`config.mk`:
```
export PLATFORM = sky130hd
export DESIGN_NAME = spi_master_multi_flat
export DESIGN_NICKNAME = d
export VERILOG_FILES = /design/src/rtl/spi_master_multi_pkg.sv /design/src/rtl/spi_master_multi_if.sv /design/src/rtl/spi_master_multi_clkgen.sv /design/src/rtl/spi_master_multi.sv /design/src/flat_wrapper.sv
export SDC_FILE = /design/constraint.sdc
export NUM_CORES = 1
export LEC_CHECK = 0
export CAP_MARGIN = 20
export CORE_MARGIN = 2
export CORE_UTILIZATION = 27
export CTS_BUF_LIST = sky130_fd_sc_hd__clkbuf_8
export DETAILED_ROUTE_END_ITERATION = 8
export PLACE_DENSITY = 0.45
export SLEW_MARGIN = 20
export SYNTH_ARGS = -nofsm -noshare
export SYNTH_HDL_FRONTEND = slang
export SYNTH_SLANG_ARGS = --single-unit
```
`constraint.sdc`:
```
create_clock -name clock_in -period 2.7 [get_ports clock_in]
set_input_delay 0.27 -clock clock_in [delete_from_list [all_inputs] [get_ports clock_in]]
set_output_delay 0.27 -clock clock_in [all_outputs]
set_load 0.01 [all_outputs]
```
`src/rtl/spi_master_multi_pkg.sv`:
```
// Shared types and constants for the multi-mode SPI master.
//   spi_state_e : FSM state encoding IDLE/SETUP/SHIFT/HOLD
//   MODE0..3    : SPI mode constants, encoded as {cpol, cpha}
package spi_master_multi_pkg;

  typedef enum logic [1:0] {
    ST_IDLE  = 2'd0,
    ST_SETUP = 2'd1,
    ST_SHIFT = 2'd2,
    ST_HOLD  = 2'd3
  } spi_state_e;

  localparam logic [1:0] MODE0 = 2'b00;
  localparam logic [1:0] MODE1 = 2'b01;
  localparam logic [1:0] MODE2 = 2'b10;
  localparam logic [1:0] MODE3 = 2'b11;

endpackage

```
`src/rtl/spi_master_multi_if.sv`:
```
// CPU strobe / GPIO pad bundle of the SPI master.
//   slave  modport : seen by the SPI master block (takes CPU strobes, drives pads)
//   master modport : seen by the CPU side that issues load/unload
//   load, datain, cpol, cpha, clk_div, ss_sel, unload : CPU -> block
//   dataout, busy, rx_valid, overrun                  : block -> CPU
//   sclk, mosi, ssn / miso                            : pads out / pad in
interface spi_master_multi_if #(
  parameter int unsigned DATA_W = 8,
  parameter int unsigned NUM_SS = 1,
  parameter int unsigned DIV_W  = 8
);
  localparam int unsigned SSW = (NUM_SS > 1) ? $clog2(NUM_SS) : 1;

  logic              load;
  logic [DATA_W-1:0] datain;
  logic              cpol;
  logic              cpha;
  logic [DIV_W-1:0]  clk_div;
  logic [SSW-1:0]    ss_sel;
  logic              unload;
  logic [DATA_W-1:0] dataout;
  logic              busy;
  logic              rx_valid;
  logic              overrun;
  logic              sclk;
  logic              mosi;
  logic              miso;
  logic [NUM_SS-1:0] ssn;

  modport slave (
    input  load, datain, cpol, cpha, clk_div, ss_sel, unload, miso,
    output dataout, busy, rx_valid, overrun, sclk, mosi, ssn
  );

  modport master (
    output load, datain, cpol, cpha, clk_div, ss_sel, unload, miso,
    input  dataout, busy, rx_valid, overrun, sclk, mosi, ssn
  );

endinterface

```
`src/rtl/spi_master_multi_clkgen.sv`:
```
// SCLK half-period divider and SHIFT edge counter.
//   clock_in, reset : system clock, synchronous active-low reset
//   restart         : FSM changes state this cycle; divider and edge count restart
//   shift_en        : FSM is in SHIFT; edges are only counted there
//   clk_div         : half-period = clk_div+1 cycles
//   tick_c          : last cycle of the current half-period
//   lead_c/trail_c  : tick on an even (leading) / odd (trailing) SCLK edge
//   last_edge_c     : tick on the final edge 2*DATA_W-1
module spi_master_multi_clkgen #(
  parameter int unsigned DATA_W = 8,
  parameter int unsigned DIV_W  = 8
) (
  input  logic             clock_in,
  input  logic             reset,
  input  logic             restart,
  input  logic             shift_en,
  input  logic [DIV_W-1:0] clk_div,
  output logic             tick_c,
  output logic             lead_c,
  output logic             trail_c,
  output logic             last_edge_c
);
  localparam int unsigned EDGES = 2 * DATA_W;
  localparam int unsigned EW    = (EDGES > 1) ? $clog2(EDGES) : 1;

  logic [DIV_W-1:0] cnt_q;
  logic [EW-1:0]    edge_q;

  assign tick_c      = (cnt_q == clk_div);
  assign lead_c      = shift_en && tick_c && !edge_q[0];
  assign trail_c     = shift_en && tick_c &&  edge_q[0];
  assign last_edge_c = shift_en && tick_c && (edge_q == EW'(EDGES - 1));

  // Exact counter: returns to 0 on tick, so it never wraps past clk_div.
  always_ff @(posedge clock_in) begin
    if (!reset || restart) begin
      cnt_q  <= '0;
      edge_q <= '0;
    end else begin
      cnt_q <= tick_c ? '0 : cnt_q + DIV_W'(1);
      if (lead_c || trail_c) edge_q <= edge_q + EW'(1);
    end
  end

endmodule

```
`src/rtl/spi_master_multi.sv`:
```
// Full-duplex SPI master with runtime mode/divider and NUM_SS slave selects.
//   clock_in, reset : system clock, synchronous active-low reset
//   bus (slave)     : CPU strobes load/unload with TX word and transfer config,
//                     RX word and status flags back, SPI pads sclk/mosi/miso/ssn
// All outputs are registered.
module spi_master_multi
  import spi_master_multi_pkg::*;
#(
  parameter int unsigned DATA_W    = 8,
  parameter int unsigned NUM_SS    = 1,
  parameter int unsigned DIV_W     = 8,
  parameter bit          MSB_FIRST = 1'b1
) (
  input  logic                 clock_in,
  input  logic                 reset,
  spi_master_multi_if.slave    bus
);
  localparam int unsigned SSW = (NUM_SS > 1) ? $clog2(NUM_SS) : 1;

  spi_state_e        state_q, state_d;
  logic [DATA_W-1:0] tx_q, tx_d, rx_q, rx_d, dout_q, dout_d;
  logic [DIV_W-1:0]  div_q, div_d;
  logic [NUM_SS-1:0] ssn_q, ssn_d;
  logic              cpol_q, cpol_d, cpha_q, cpha_d;
  logic              sclk_q, sclk_d, mosi_q, mosi_d;
  logic              busy_q, busy_d, rxv_q, rxv_d, ovr_q, ovr_d;
  logic              tick_c, lead_c, trail_c, last_c, restart_c, sample_c;

  function automatic logic first_bit(input logic [DATA_W-1:0] w);
    return MSB_FIRST ? w[DATA_W-1] : w[0];
  endfunction

  function automatic logic [DATA_W-1:0] tx_shift(input logic [DATA_W-1:0] w);
    return MSB_FIRST ? {w[DATA_W-2:0], 1'b0} : {1'b0, w[DATA_W-1:1]};
  endfunction

  // RX fills from the end that leaves the word in natural order.
  function automatic logic [DATA_W-1:0] rx_shift(input logic [DATA_W-1:0] w, input logic b);
    return MSB_FIRST ? {w[DATA_W-2:0], b} : {b, w[DATA_W-1:1]};
  endfunction

  // Out-of-range select leaves every line deasserted.
  function automatic logic [NUM_SS-1:0] ss_decode(input logic [SSW-1:0] s);
    logic [NUM_SS-1:0] r;
    r = '1;
    for (int unsigned i = 0; i < NUM_SS; i++) begin
      if (SSW'(i) == s) r[i] = 1'b0;
    end
    return r;
  endfunction

  spi_master_multi_clkgen #(.DATA_W(DATA_W), .DIV_W(DIV_W)) u_clkgen (
    .clock_in    (clock_in),
    .reset       (reset),
    .restart     (restart_c),
    .shift_en    (state_q == ST_SHIFT),
    .clk_div     (div_q),
    .tick_c      (tick_c),
    .lead_c      (lead_c),
    .trail_c     (trail_c),
    .last_edge_c (last_c)
  );

  assign restart_c = (state_d != state_q);
  assign sample_c  = cpha_q ? trail_c : lead_c;

  // Next state and next register values.
  always_comb begin
    state_d = state_q;
    tx_d    = tx_q;
    rx_d    = rx_q;
    dout_d  = dout_q;
    div_d   = div_q;
    ssn_d   = ssn_q;
    cpol_d  = cpol_q;
    cpha_d  = cpha_q;
    sclk_d  = sclk_q;
    mosi_d  = mosi_q;
    busy_d  = busy_q;
    rxv_d   = rxv_q;
    ovr_d   = ovr_q;

    if (bus.unload) begin
      rxv_d = 1'b0;
      ovr_d = 1'b0;
    end

    case (state_q)
      ST_IDLE: begin
        sclk_d = cpol_q;
        if (bus.load) begin
          state_d = ST_SETUP;
          busy_d  = 1'b1;
          cpol_d  = bus.cpol;
          cpha_d  = bus.cpha;
          div_d   = bus.clk_div;
          sclk_d  = bus.cpol;
          ssn_d   = ss_decode(bus.ss_sel);
          rx_d    = '0;
          // cpha=0 puts the first bit out during SETUP; cpha=1 waits for edge 0.
          tx_d    = bus.cpha ? bus.datain : tx_shift(bus.datain);
          mosi_d  = bus.cpha ? 1'b0 : first_bit(bus.datain);
        end
      end
      ST_SETUP: begin
        if (tick_c) state_d = ST_SHIFT;
      end
      ST_SHIFT: begin
        if (tick_c) begin
          sclk_d = ~sclk_q;
          if (sample_c) begin
            rx_d = rx_shift(rx_q, bus.miso);
          end else begin
            mosi_d = first_bit(tx_q);
            tx_d   = tx_shift(tx_q);
          end
          if (last_c) state_d = ST_HOLD;
        end
      end
      ST_HOLD: begin
        if (tick_c) begin
          state_d = ST_IDLE;
          ssn_d   = '1;
          busy_d  = 1'b0;
          dout_d  = rx_q;
          rxv_d   = 1'b1;
          // A coincident unload consumes the old word, so no overrun.
          ovr_d   = bus.unload ? 1'b0 : (ovr_q | rxv_q);
        end
      end
      default: state_d = ST_IDLE;
    endcase
  end

  always_ff @(posedge clock_in) begin
    if (!reset) begin
      state_q <= ST_IDLE;
      tx_q    <= '0;
      rx_q    <= '0;
      dout_q  <= '0;
      div_q   <= '0;
      ssn_q   <= '1;
      cpol_q  <= 1'b0;
      cpha_q  <= 1'b0;
      sclk_q  <= 1'b0;
      mosi_q  <= 1'b0;
      busy_q  <= 1'b0;
      rxv_q   <= 1'b0;
      ovr_q   <= 1'b0;
    end else begin
      state_q <= state_d;
      tx_q    <= tx_d;
      rx_q    <= rx_d;
      dout_q  <= dout_d;
      div_q   <= div_d;
      ssn_q   <= ssn_d;
      cpol_q  <= cpol_d;
      cpha_q  <= cpha_d;
      sclk_q  <= sclk_d;
      mosi_q  <= mosi_d;
      busy_q  <= busy_d;
      rxv_q   <= rxv_d;
      ovr_q   <= ovr_d;
    end
  end

  assign bus.dataout  = dout_q;
  assign bus.busy     = busy_q;
  assign bus.rx_valid = rxv_q;
  assign bus.overrun  = ovr_q;
  assign bus.sclk     = sclk_q;
  assign bus.mosi     = mosi_q;
  assign bus.ssn      = ssn_q;

endmodule

```
`src/flat_wrapper.sv`:
```
// flat-port wrapper written by rule: the top's interface ports become plain ports
module spi_master_multi_flat import spi_master_multi_pkg::*;
#(
  parameter int unsigned DATA_W    = 8,
  parameter int unsigned NUM_SS    = 1,
  parameter int unsigned DIV_W     = 8,
  parameter bit          MSB_FIRST = 1'b1
)
  (clock_in, reset, bus_load, bus_datain, bus_cpol, bus_cpha, bus_clk_div, bus_ss_sel, bus_unload, bus_miso, bus_dataout, bus_busy, bus_rx_valid, bus_overrun, bus_sclk, bus_mosi, bus_ssn);
  spi_master_multi_if #(.DATA_W(DATA_W), .NUM_SS(NUM_SS), .DIV_W(DIV_W)) bus_i ();
  input  logic clock_in;
  input  logic reset;
  input wire logic [$bits(bus_i.load)-1:0] bus_load;
  input wire logic [$bits(bus_i.datain)-1:0] bus_datain;
  input wire logic [$bits(bus_i.cpol)-1:0] bus_cpol;
  input wire logic [$bits(bus_i.cpha)-1:0] bus_cpha;
  input wire logic [$bits(bus_i.clk_div)-1:0] bus_clk_div;
  input wire logic [$bits(bus_i.ss_sel)-1:0] bus_ss_sel;
  input wire logic [$bits(bus_i.unload)-1:0] bus_unload;
  input wire logic [$bits(bus_i.miso)-1:0] bus_miso;
  output wire logic [$bits(bus_i.dataout)-1:0] bus_dataout;
  output wire logic [$bits(bus_i.busy)-1:0] bus_busy;
  output wire logic [$bits(bus_i.rx_valid)-1:0] bus_rx_valid;
  output wire logic [$bits(bus_i.overrun)-1:0] bus_overrun;
  output wire logic [$bits(bus_i.sclk)-1:0] bus_sclk;
  output wire logic [$bits(bus_i.mosi)-1:0] bus_mosi;
  output wire logic [$bits(bus_i.ssn)-1:0] bus_ssn;
  assign bus_i.load = bus_load;
  assign bus_i.datain = bus_datain;
  assign bus_i.cpol = bus_cpol;
  assign bus_i.cpha = bus_cpha;
  assign bus_i.clk_div = bus_clk_div;
  assign bus_i.ss_sel = bus_ss_sel;
  assign bus_i.unload = bus_unload;
  assign bus_i.miso = bus_miso;
  assign bus_dataout = bus_i.dataout;
  assign bus_busy = bus_i.busy;
  assign bus_rx_valid = bus_i.rx_valid;
  assign bus_overrun = bus_i.overrun;
  assign bus_sclk = bus_i.sclk;
  assign bus_mosi = bus_i.mosi;
  assign bus_ssn = bus_i.ssn;
  spi_master_multi #(.DATA_W(DATA_W), .NUM_SS(NUM_SS), .DIV_W(DIV_W), .MSB_FIRST(MSB_FIRST)) u_core (.clock_in(clock_in), .reset(reset), .bus(bus_i));
endmodule
```
Word-level counts from Yosys, hierarchy flattened --
Index checks and enable logic that the tools add are counted.
Word-level totals: bits of input ports 24, output and inout bits 14, flip-flop bits (word level) 54
Operators by class: reduce and logical (&&, ||, !) cells 18, bitwise logic cells 2, muxes and demuxes 38, add/sub/neg operators 2, eq/ne operators 11
Operators with widths (count):
- $mux W8 | 7
- $pmux W8 S2 | 2
- $mux W1 | 19
- $mux W2 | 5
- $add A8 B1 Y8 const B | 1
- $eq A8 B8 Y1 | 1
- $pmux W1 S2 | 4
- $pmux W2 S4 | 1
- $reduce_and A4 Y1 | 2
- $ne A2 B2 Y1 const B | 3
- $reduce_and A2 Y1 | 3
- $add A4 B1 Y4 const B | 1
- $eq A2 B2 Y1 const B | 2
- $eq A4 B4 Y1 const B | 1
- $logic_and A1 B1 Y1 | 4
- $ne A2 B1 Y1 const B | 2
- $reduce_bool A2 Y1 | 2
- $reduce_and A3 Y1 | 1
- $eq A2 B1 Y1 const B | 1
- $logic_not A1 Y1 | 2
- $logic_not A2 Y1 | 1
- $logic_or A1 B1 Y1 | 2
- $ne A2 B2 Y1 | 1
- $reduce_or A2 Y1 | 1
- 2 further kinds | 2

Logic depth before layout (Yosys ltp) --
Gate-level depths: netlist of run 1.
depth in word-level cells 9, mapped depth 7, gate-level depth less buffers 5

By module --
Synthesis of run 1 repeated with hierarchy kept, for this count alone.
Second synthesis, totals: cell total of the unflattened synthesis 284, area, all modules 2448.6 um^2
Modules (own cells, without submodules):
- spi_master_multi | cells each 210, area an instance 1801.7 um^2, seq. area each 840.8 um^2, instances 1
- spi_master_multi_clkgen | cells each 74, area an instance 646.9 um^2, seq. area each 240.2 um^2, instances 1

Worst setup path before layout of run 1 --
No wires, ideal clock.
path kind register -> register, start point register u_core.u_clkgen.cnt_q[4], end point register u_core.rx_q[0], data arrival time 1504 ps, stages on the path, launching flop included 5, path buffers 0, setup slack 1124 ps, required time 2628 ps, setup time 72 ps, cells stage by stage dfxtp_1 > xnor2_2 > nand4_2 > nor4_4 > mux2i_1
Between the ends: longest elaborated chain between the ends 6, elaborated cells between the ends (all ways) 8, classes of those cells eq/ne (3); mux (1); reduce/logical (4)
Ends and longest elaborated chain:
- start: declaration | RTL line spi_master_multi_clkgen.sv:26 | logic [DIV_W-1:0] cnt_q;
- start signal: assignment | RTL line spi_master_multi_clkgen.sv:40 | cnt_q <= tick_c ? '0 : cnt_q + DIV_W'(1);
- $eq A8 B8 Y1 * | RTL line spi_master_multi_clkgen.sv:29 | assign tick_c = (cnt_q == clk_div);
- $logic_and A1 B1 Y1 | RTL line spi_master_multi_clkgen.sv:30, spi_master_multi_clkgen.sv:31
- $logic_and A1 B1 Y1, on equally long branches | RTL line spi_master_multi_clkgen.sv:30, spi_master_multi_clkgen.sv:31
- $mux W1 | RTL line spi_master_multi.sv:65 | assign sample_c = cpha_q ? trail_c : lead_c;
- $ne A2 B1 Y1 (no source line)
- $reduce_and A4 Y1 (no source line) *
- end signal: assignment | RTL line spi_master_multi.sv:153 | rx_q <= rx_d;
- end: declaration | RTL line spi_master_multi.sv:21 | logic [DATA_W-1:0] tx_q, tx_d, rx_q, rx_d, dout_q, dout_d;
Every way passes the cells marked *; elsewhere a longest branch is shown, timed or not. A chain may end at the register's enable or synchronous reset.

Final worst setup path of run 1 --
start point register u_core.u_clkgen.cnt_q[0], end point register u_core.state_q[0]
Between the ends: longest elaborated chain between the ends 6, elaborated cells between the ends (all ways) 8, classes of those cells eq/ne (1); mux (5); reduce/logical (2)
Ends and longest elaborated chain:
- $eq A8 B8 Y1 * | RTL line spi_master_multi_clkgen.sv:29
- $logic_and A1 B1 Y1 (2 in series) | RTL line spi_master_multi_clkgen.sv:32 | assign last_edge_c = shift_en && tick_c && (edge_q == EW'(EDGES - 1));
- $mux W2 | RTL line spi_master_multi.sv:117 | if (last_c) state_d = ST_HOLD;
- $mux W2 | RTL line spi_master_multi.sv:109 | if (tick_c) begin
- $pmux W2 S4 * | RTL line spi_master_multi.sv:88 | case (state_q)
- end signal: assignment | RTL line spi_master_multi.sv:151 | state_q <= state_d;
- end: declaration | RTL line spi_master_multi.sv:20 | spi_state_e state_q, state_d;
Marked as above.

==> impl_metrics.yaml, run 1 <==
status:
  status: "finished, final reports clean"
synth:
  syn-cell-area_um2: 2587
  ys_ff_latch: 54
  synth_edf_count: 0
  ys_types: 47
  avgSynthCellArea_um2: 9.079
  ys_warn_count: 0
  syn_inst: 285
  synthFlopType: "dfxtp_1"
  ys_seq_area_share_pct: 41.78
  synthesis.nets: 311
  async_flop_share_pct: 0
routing:
  drc: 0
  via_per_inst: 4.617
  wire_per_inst_um: 13.09
  first_iter_violations: 94
  wirelength_um: 5839
  first_pass_iters: 4
  vias: 2059
  ant_nets: 0
timing:
  relSlewSlack_pct: 62.28
  timing.fmax_mhz: 511.0
  rsz0062_at_grt: "false"
  setup_slack_ns: 0.7429
  period_share_pct: 72.48
  finalSetupTns_ns: 0
  skew_ns: 0.01129
  tightestPinTransition_ns: 0.5641
  setup_viol: 0
  period_needed_ns: 1.957
  hold_violations: 0
  slew_violations: 0
worst_hold_path:
  hold_class: "flip-flop to flip-flop"
grt:
  grt-ovfl-total: 0
  track_usage_pct: 11.81
  grt_pass1_vias: 1972
  antenna_found_initial: 0
  grt_pass1_wl_um: 9763
  grt_start_max_net_pins: 40
clock_tree:
  root_buffer: "clkbuf_8"
  clk_latency_ns: 0.31
  ctsHoldBuffers: 0
  clockBufferDepth: 2
  htree_levels: 2
  path_clk_slew_ns: 0.10
  cts-resized-gates: 0
  post-cts-setup-buffers: 0
  numCtsBuffers: 5
  cts_sinks: 54
  cts_tree: "done"
finish:
  utilization_pct: 34.77
  finalNetCount: 342
  area_delta_synth_final_pct: 24.76
  instances_no_fill: 446
  nFillCells: 1016
  antenna_cells: 0
  drive_gt1_share_pct: 8.833
worst_setup_path:
  cp-start-kind: "flip-flop"
  critPathRequiredTime_ns: 2.91
  crit_type: "flip-flop to flip-flop"
  worstPathArrival_ns: 2.17
  end_kind: "flip-flop"
  crit_fanout: 15
pwr:
  power.density_nw_per_um2: 609.1
  power.leakage_nw: 1.151
  vdd_drop_max_mv: 0.2854
place:
  dp_cells: 438
  routabilityCongestion: 0.7524
  io_buffers: 37
  pre_cts_slack_ns: 0.5126
  detailed_place_hpwl_um: 4108
floorplanning:
  die_area_um2: 10380
  core_area_um2: 9284
  fp.dieH_um: 101.9
  start_util_pct: 27.87
  die_x_um: 101.9
  ioPinCount: 38
  rows: 35
run:
  drv_cap: 0
-- flip-flops by register name, indices dropped and copies added, names as in the netlist --
signal	count
u_core.state_q	2
u_core.div_q	8
u_core.bus.ssn	1
u_core.bus.sclk	1
u_core.bus.dataout	8
u_core.cpol_q	1
u_core.bus.rx_valid	1
u_core.tx_q	8
u_core.bus.overrun	1
u_core.u_clkgen.cnt_q	8
u_core.bus.busy	1
u_core.u_clkgen.edge_q	4
u_core.bus.mosi	1
u_core.rx_q	8
u_core.cpha_q	1
-- worst max-delay path, cell delays in order, from the launching register on --
cell and delay [ns]:
dfxtp_1 0.42, xnor2_1 0.17, nand4_2 0.41, or4_1 0.61, a221oi_1 0.25
-- synth_stat cells, types with 2 or more instances --
cell type / n / area (um^2)
a21oi_1: 17 / 85.08
a31oi_1: 3 / 18.77
and3_1: 2 / 12.51
and4_1: 2 / 17.52
buf_2: 6 / 30.03
clkbuf_1: 13 / 48.80
dfxtp_1: 54 / 1081
ha_1: 2 / 25.02
inv_1: 4 / 15.01
mux2i_1: 32 / 320.3
nand2_1: 60 / 225.2
nand2b_1: 4 / 25.02
nand3_1: 12 / 60.06
nand4_1: 2 / 12.51
nor2_1: 5 / 18.77
nor3_1: 11 / 55.05
nor4_1: 2 / 12.51
o211ai_1: 8 / 60.06
o31ai_1: 3 / 22.52
or4_1: 4 / 30.03
xnor2_1: 6 / 52.55
xnor2_2: 6 / 97.59
xor2_1: 3 / 26.28
-- path summary, 6_finish.rpt --
check | start | to | slack (ns) | cells after the start
worst max-delay path | u_core.u_clkgen.cnt_q[0]$_SDFF_PP0_ | u_core.state_q[0]$_SDFF_PN0_ | 0.74 | 4
worst min-delay path | u_core.rx_q[7]$_SDFFE_PN0P_ | u_core.bus.dataout[7]$_SDFFE_PN0P_ | 0.46 | 2
worst max register to register | u_core.u_clkgen.cnt_q[0]$_SDFF_PP0_ | u_core.state_q[0]$_SDFF_PN0_ | 0.74 | 4
worst min register to register | u_core.rx_q[7]$_SDFFE_PN0P_ | u_core.bus.dataout[7]$_SDFFE_PN0P_ | 0.46 | 2
-- layout by cell type, fill, tap and decap left out, types with 2 or more instances in the layout --
cell type and instances:
nand2b_1 4, nand4_1 2, o31ai_1 3, or4_1 4, ha_1 2, o211ai_1 8
mux2i_1 32, nand2_1 60, nor3_1 11, inv_1 4, nand3_1 12, buf_4 7
xor2_1 3, a31oi_1 3, and4_1 2, dfxtp_1 54, xnor2_1 6, and3_1 2
nor2_1 5, xnor2_2 6, nor4_1 2, clkbuf_8 6, clkdlybuf4s50_1 37, bufinv_16 2
a21oi_1 17
-- area by class of cell --
class | instances | area [um^2] | area share, %
multi-input combinational | 206 | 1401 | 43.41
sequential | 54 | 1081 | 33.49
timing repair buffer | 44 | 422.9 | 13.10
tap | 129 | 161.4 | 5.000
clock buffer | 6 | 82.58 | 2.558
clock inverter | 2 | 60.06 | 1.860
inverter | 5 | 18.77 | 0.5814
-- cell families after synthesis --
| kind of cell | after synthesis | share of synthesized area (%) |
|---|---|---|
| AOI/OAI and AO/OA | 45 | 12.14 |
| xor gates and xnor gates | 15 | 6.818 |
| buffers and inverters | 25 | 4.062 |
| adders and majority gates | 2 | 0.9670 |
| muxes | 32 | 12.38 |
| and+or+nand+nor | 112 | 21.86 |
| DFF | 54 | 41.78 |
-- metrics by stage --
| stage | hold slack, ns | cell area [um^2] | power [mW] |
|---|---|---|---|
| 3_3_place_gp | 0.4459 | 3085 | 1.323 |
| 3_5_place_dp | 0.4437 | 3085 | 1.324 |
| 6_report | 0.4616 | 3228 | 1.966 |
| 4_1_cts | 0.4666 | 3228 | 1.992 |
| 5_1_grt | 0.4899 | 3228 | 2.067 |
| 2_1_floorplan | 0.4060 | 2587 | 1.197 |
-- power breakdown --
part | switching [mW] | internal [mW]
sequential | 0.0464 | 0.843
clock | 0.268 | 0.396
combinational | 0.248 | 0.165
total | 0.563 | 1.40
-- layer usage --
metal | share of wire, % | track usage (%) | vias up
li1 | - | - | 1075
met4 | 1.3 | 4.000 | 0
met3 | 3.6 | 2.189 | 5
met1 | 53 | 17.31 | 941
met2 | 42 | 17.41 | 38
met5 | 0 | 0 | -
Power figures use the tool's default switching activity.
==> inputs of run 2 (changes only) <==
--- a/config.mk
+++ b/config.mk
@@ -10,7 +10,7 @@
 export CORE_UTILIZATION = 27
 export CTS_BUF_LIST = sky130_fd_sc_hd__clkbuf_8
 export DETAILED_ROUTE_END_ITERATION = 8
-export PLACE_DENSITY = 0.45
+export PLACE_DENSITY = 0.47
 export SLEW_MARGIN = 20
 export SYNTH_ARGS = -nofsm -noshare
 export SYNTH_HDL_FRONTEND = slang
==> constraint.sdc (replaced) <==
create_clock -name clock_in -period 1.62 [get_ports clock_in]
set_input_delay 0.162 -clock clock_in [delete_from_list [all_inputs] [get_ports clock_in]]
set_output_delay 0.162 -clock clock_in [all_outputs]
set_load 0.01 [all_outputs]
==> run 2 against run 1 <==
Net effect: sequential power increased by 65%; clock skew up 0.0021 ns; critical path depth is 1 higher; total power rose by 76%; wire length rose by 8.5%; final area up 13%; global-route usage rose by 1.2 points; count of clock-buffer cells in the layout fell by 1; core utilization increased by 4.5 points; fmax increased by 21%; flip-flop and latch count stayed put.
==> impl_metrics.yaml, run 2 (synthesized netlist as in run 1, its figures left out) <==
grt:
  grt_start_max_net_pins: 19
  grt-ovfl-total: 0
  grt_pass1_wl_um: 10760
  track_usage_pct: 12.99
  antenna_found_initial: 0
  grt_pass1_vias: 2251
timing:
  skew_ns: 0.01335
  timing.fmax_mhz: 618.5
  period_share_pct: 99.81
  holdWs_ns: 0.3888
  setup_viol: 0
  rsz0062_at_grt: "true"
  period_needed_ns: 1.617
  slew_violations: 0
  tightestPinTransition_ns: 0.3666
  relSlewSlack_pct: 75.45
  hold_violations: 0
worst_setup_path:
  worstPathArrival_ns: 1.83
  r2r_start: "u_core.u_clkgen.cnt_q[6]$_SDFF_PP0_"
  worstSetupEndpoint: "u_core.bus.sclk$_SDFFE_PN0P_"
  crit_fanout: 7
  cp-start-kind: "flip-flop"
  r2r-end: "u_core.bus.sclk$_SDFFE_PN0P_"
  slowest_stage: "or4_1"
  crit_chain: "xnor2_4, nand4_4, buf_12, or4_1, o2111a_1"
  crit_type: "flip-flop to flip-flop"
  cp-startpoint: "u_core.u_clkgen.cnt_q[6]$_SDFF_PP0_"
  cpPeakStageDelay_ns: 0.51
  end_kind: "flip-flop"
  reg2reg_slack_ns: 0.003
  r2r_cells: 5
  critPathRequiredTime_ns: 1.83
place:
  io_buffers: 37
  dp_cells: 475
  routabilityCongestion: 0.7792
  detailed_place_hpwl_um: 4641
pwr:
  combinationalPowerShare_pct: 30.3
  switching_share_pct: 30.13
  power.density_nw_per_um2: 950.8
  p_sw_mw: 1.044
  vdd_drop_max_mv: 0.4072
  p_seq_share_pct: 42.5
  internal-power_mw: 2.422
  p_total_mw: 3.467
  power.leakage_nw: 1.376
  pwr-share-clk_pct: 27.2
clock_tree:
  ctsHoldBuffers: 0
  cts_sinks: 54
  htree_levels: 2
  root_buffer: "clkbuf_8"
  cts_tree: "done"
  clk_latency_ns: 0.31
  path_clk_slew_ns: 0.10
  clockBufferDepth: 2
  numCtsBuffers: 5
routing:
  first_pass_iters: 4
  vias: 2258
  ant_nets: 0
  wire_per_inst_um: 13.03
  wirelength_um: 6333
  via_per_inst: 4.646
  first_iter_violations: 111
  drc: 0
finish:
  area_delta_synth_final_pct: 40.91
  nFillCells: 987
  antenna_cells: 0
  instances_no_fill: 486
  layout_commonest_cell: "nand2_1"
  utilization_pct: 39.27
  drive_gt1_share_pct: 23.53
  final_cell_mix: "60 x nand2_1, 45 x dfxtp_1, 40 x buf_4, 37 x clkdlybuf4s50_1, 32 x mux2i_1"
  finalNetCount: 382
floorplanning:
  ioPinCount: 38
  core_area_um2: 9284
  start_util_pct: 27.87
  die_area_um2: 10380
  fp.dieH_um: 101.9
  die_x_um: 101.9
  rows: 35
run:
  drv_cap: 0
worst_hold_path:
  hold_class: "input port to flip-flop"
status:
  status: "finished, final reports clean"
## run 2: metrics by stage
stage | TNS (ns) | setup WS [ns] | cell area (um^2)
finish | 0 | 0.003059 | 3646
CTS | -0.02684 | -0.01892 | 3607
floorplan | 0 | 0.04445 | 2587
global placement | -2.615 | -0.1557 | 3426
global route | -0.6572 | -0.09102 | 3646
detailed placement | -2.157 | -0.1239 | 3426
## run 2: area by class of cell
cell class	instances	area [um^2]	area share, %
multi-input cells	206	1461	40.08
inverters	5	18.77	0.5148
flip-flops and latches	54	1095	30.03
repair buffers	84	793.3	21.76
clock inverters	3	47.55	1.304
clock buffers	5	68.82	1.887
well taps	129	161.4	4.427
## run 2: how the worst min path moves through the flow
stage	from	to	slack (ns)	cells past startpoint
floorplan	bus_cpol	u_core.cpol_q$_SDFFE_PN0P_	0.30	2
global placement	u_core.bus.overrun$_SDFF_PN0_	u_core.bus.overrun$_SDFF_PN0_	0.44	2
detailed placement	u_core.bus.overrun$_SDFF_PN0_	u_core.bus.overrun$_SDFF_PN0_	0.44	2
CTS	bus_clk_div[4]	u_core.div_q[4]$_SDFFE_PN0P_	0.39	3
global route	bus_clk_div[1]	u_core.div_q[1]$_SDFFE_PN0P_	0.39	3
finish	bus_clk_div[4]	u_core.div_q[4]$_SDFFE_PN0P_	0.39	3
## run 2: critical path: cells and delay by family (launching register included)
kind,cells,cell delay [ns]
compound gates,1,0.15
flops,1,0.38
simple gates,2,0.63
xor+xnor,1,0.20
buf+inv,1,0.16
## run 2: per-layer routing
layer	vias up	GRT usage (%)	wire length, um
li1	1152	-	-
met1	1067	17.51	3128
met2	31	20.75	2887
met3	8	2.736	225
met4	0	4.410	92
met5	-	0	0
## run 2: timing repair
item / in CTS / in global routing
gates cloned: 0 / 0
buffers inserted: 2 / 1
endpoints found under the setup margin: 22 / 31
pin swaps: 9 / 5
resized for setup: 12 / 9
## run 2: power by group through the flow
| stage | clock (mW) | combinational, mW | sequential [mW] |
|---|---|---|---|
| 2_1_floorplan | 0 | 0.507 | 1.49 |
| 3_3_place_gp | 0 | 0.991 | 1.50 |
| 3_5_place_dp | 0 | 0.990 | 1.50 |
| 4_1_cts | 0.979 | 1.02 | 1.48 |
| 5_1_grt | 1.05 | 1.14 | 1.49 |
| 6_report | 0.944 | 1.05 | 1.47 |
==> inputs of run 3 (changes only) <==
--- a/config.mk
+++ b/config.mk
@@ -10,7 +10,8 @@
 export CORE_UTILIZATION = 27
 export CTS_BUF_LIST = sky130_fd_sc_hd__clkbuf_8
 export DETAILED_ROUTE_END_ITERATION = 8
-export PLACE_DENSITY = 0.47
+export PLACE_DENSITY = 0.49
+export SKIP_LAST_GASP = 1
 export SLEW_MARGIN = 20
 export SYNTH_ARGS = -nofsm -noshare
 export SYNTH_HDL_FRONTEND = slang
==> run 3 against run 2 <==
Net effect: the flow now finishes with violations (negative setup slack); final area rose by 1.5%; worst hold slack gained 0.0091 ns; sequential power about the same; total power grew 0.17%; critical endpoint is now u_core.rx_q[1]$_SDFFE_PN0P_; highest routed layer unchanged.
==> impl_metrics.yaml, run 3 (synthesized netlist as in run 1, its figures left out) <==
status:
  status: "complete, but fails checks"
  violations: "negative setup slack"
grt:
  track_usage_pct: 13.28
  antenna_found_initial: 0
  grt_pass1_vias: 2272
  grt_pass1_wl_um: 11100
  grt_start_max_net_pins: 33
  grt-ovfl-total: 0
routing:
  vias: 2231
  drc: 0
  wirelength_um: 6471
  first_iter_violations: 69
  first_pass_iters: 4
  wire_per_inst_um: 13.29
  ant_nets: 0
  via_per_inst: 4.581
floorplanning:
  rows: 35
  die_area_um2: 10380
  core_area_um2: 9284
  fp.dieH_um: 101.9
  ioPinCount: 38
  die_x_um: 101.9
  start_util_pct: 27.87
clock_tree:
  cts_sinks: 54
  path_clk_slew_ns: 0.10
  clk_latency_ns: 0.31
  cts_tree: "done"
  root_buffer: "clkbuf_8"
  htree_levels: 2
  clockBufferDepth: 2
  numCtsBuffers: 5
finish:
  nFillCells: 949
  finalNetCount: 383
  regArea_um2: 1104
  multi_input_area_um2: 1511
  antenna_cells: 0
  drive_gt1_share_pct: 25.70
  layout_commonest_cell: "nand2_1"
  utilization_pct: 39.87
  area_delta_synth_final_pct: 43.04
  final_cell_mix: "60 x nand2_1, 41 x buf_4, 40 x dfxtp_1, 37 x clkdlybuf4s50_1, 32 x mux2i_1"
place:
  detailed_place_hpwl_um: 4677
  routabilityCongestion: 0.8378
  io_buffers: 37
pwr:
  power.leakage_nw: 1.382
  power.density_nw_per_um2: 938.3
  vdd_drop_max_mv: 0.7065
worst_setup_path:
  crit_fanout: 8
  worstPathArrival_ns: 1.90
  cp-start-kind: "flip-flop"
  end_kind: "flip-flop"
  critPathRequiredTime_ns: 1.86
  crit_type: "flip-flop to flip-flop"
timing:
  timing.fmax_mhz: 605.7
  rsz0062_at_grt: "true"
  holdWs_ns: 0.3979
  period_needed_ns: 1.651
  slew_violations: 0
  relSlewSlack_pct: 77.15
  period_share_pct: 101.9
  setup_viol: 11
  skew_ns: 0.009966
  setup_slack_ns: -0.03100
  tightestPinTransition_ns: 0.3413
  hold_violations: 0
worst_hold_path:
  hold_class: "input port to flip-flop"
run:
  drv_cap: 0
==> run 3: path summary, 6_finish.rpt <==
kind / cells after the start / from / end / slack [ns]
setup / recovery: 6 / u_core.u_clkgen.cnt_q[0]$_SDFF_PP0_ / u_core.rx_q[1]$_SDFFE_PN0P_ / -0.03
hold reg to reg: 2 / u_core.cpol_q$_SDFFE_PN0P_ / u_core.cpol_q$_SDFFE_PN0P_ / 0.46
setup reg to reg: 6 / u_core.u_clkgen.cnt_q[0]$_SDFF_PP0_ / u_core.rx_q[1]$_SDFFE_PN0P_ / -0.03
hold / removal: 3 / bus_clk_div[5] / u_core.div_q[5]$_SDFFE_PN0P_ / 0.40
==> run 3: what timing repair did <==
item / CTS / global route
setup buffers: 4 / 2
hold buffers: 0 / 0
resized for setup: 12 / 24
setup endpoints to repair: 13 / 22
pin swaps: 11 / 12
==> run 3: critical path, stage by stage (launching register included) <==
cell	delay, ns
dfxtp_2	0.35
xnor2_2	0.24
nand4_4	0.18
buf_6	0.18
nor4_4	0.30
buf_12	0.17
mux2i_1	0.17
==> run 3: layout make-up <==
| cell class | instances | area share [%] |
|---|---|---|
| Multi-Input combinational cell | 206 | 40.84 |
| Sequential cell | 54 | 29.82 |
| Timing Repair Buffer | 85 | 21.40 |
| Tap cell | 129 | 4.361 |
| Clock buffer | 5 | 1.859 |
| Clock inverter | 3 | 1.217 |
| Inverter | 5 | 0.5071 |
==> run 3: power by group <==
group / switching (mW) / total (mW) / internal [mW]
registers: 0.0742 / 1.48 / 1.41
logic: 0.522 / 1.07 / 0.550
clock network: 0.458 / 0.918 / 0.460
total: 1.05 / 3.47 / 2.42
==> run 3: routing by layer <==
metal,global-route usage [%],share of wire [%]
met1,18.70,49
met2,21.51,47
met3,2.052,2.7
met4,3.077,0.94
met5,0,0
==> run 3: stage by stage <==
step | setup TNS [ns] | cells | cell area [um^2] | setup slack, ns | total power [mW]
final | -0.2513 | 487 | 3701 | -0.03100 | 3.473
after global routing | -1.248 | 487 | 3701 | -0.1481 | 3.662
after CTS | -0.3495 | 485 | 3600 | -0.04592 | 3.447
after detailed placement | -3.071 | 473 | 3398 | -0.1627 | 2.436
after global placement | -2.691 | 473 | 3398 | -0.1616 | 2.436
after floorplan | 0 | 285 | 2587 | 0.04445 | 1.995
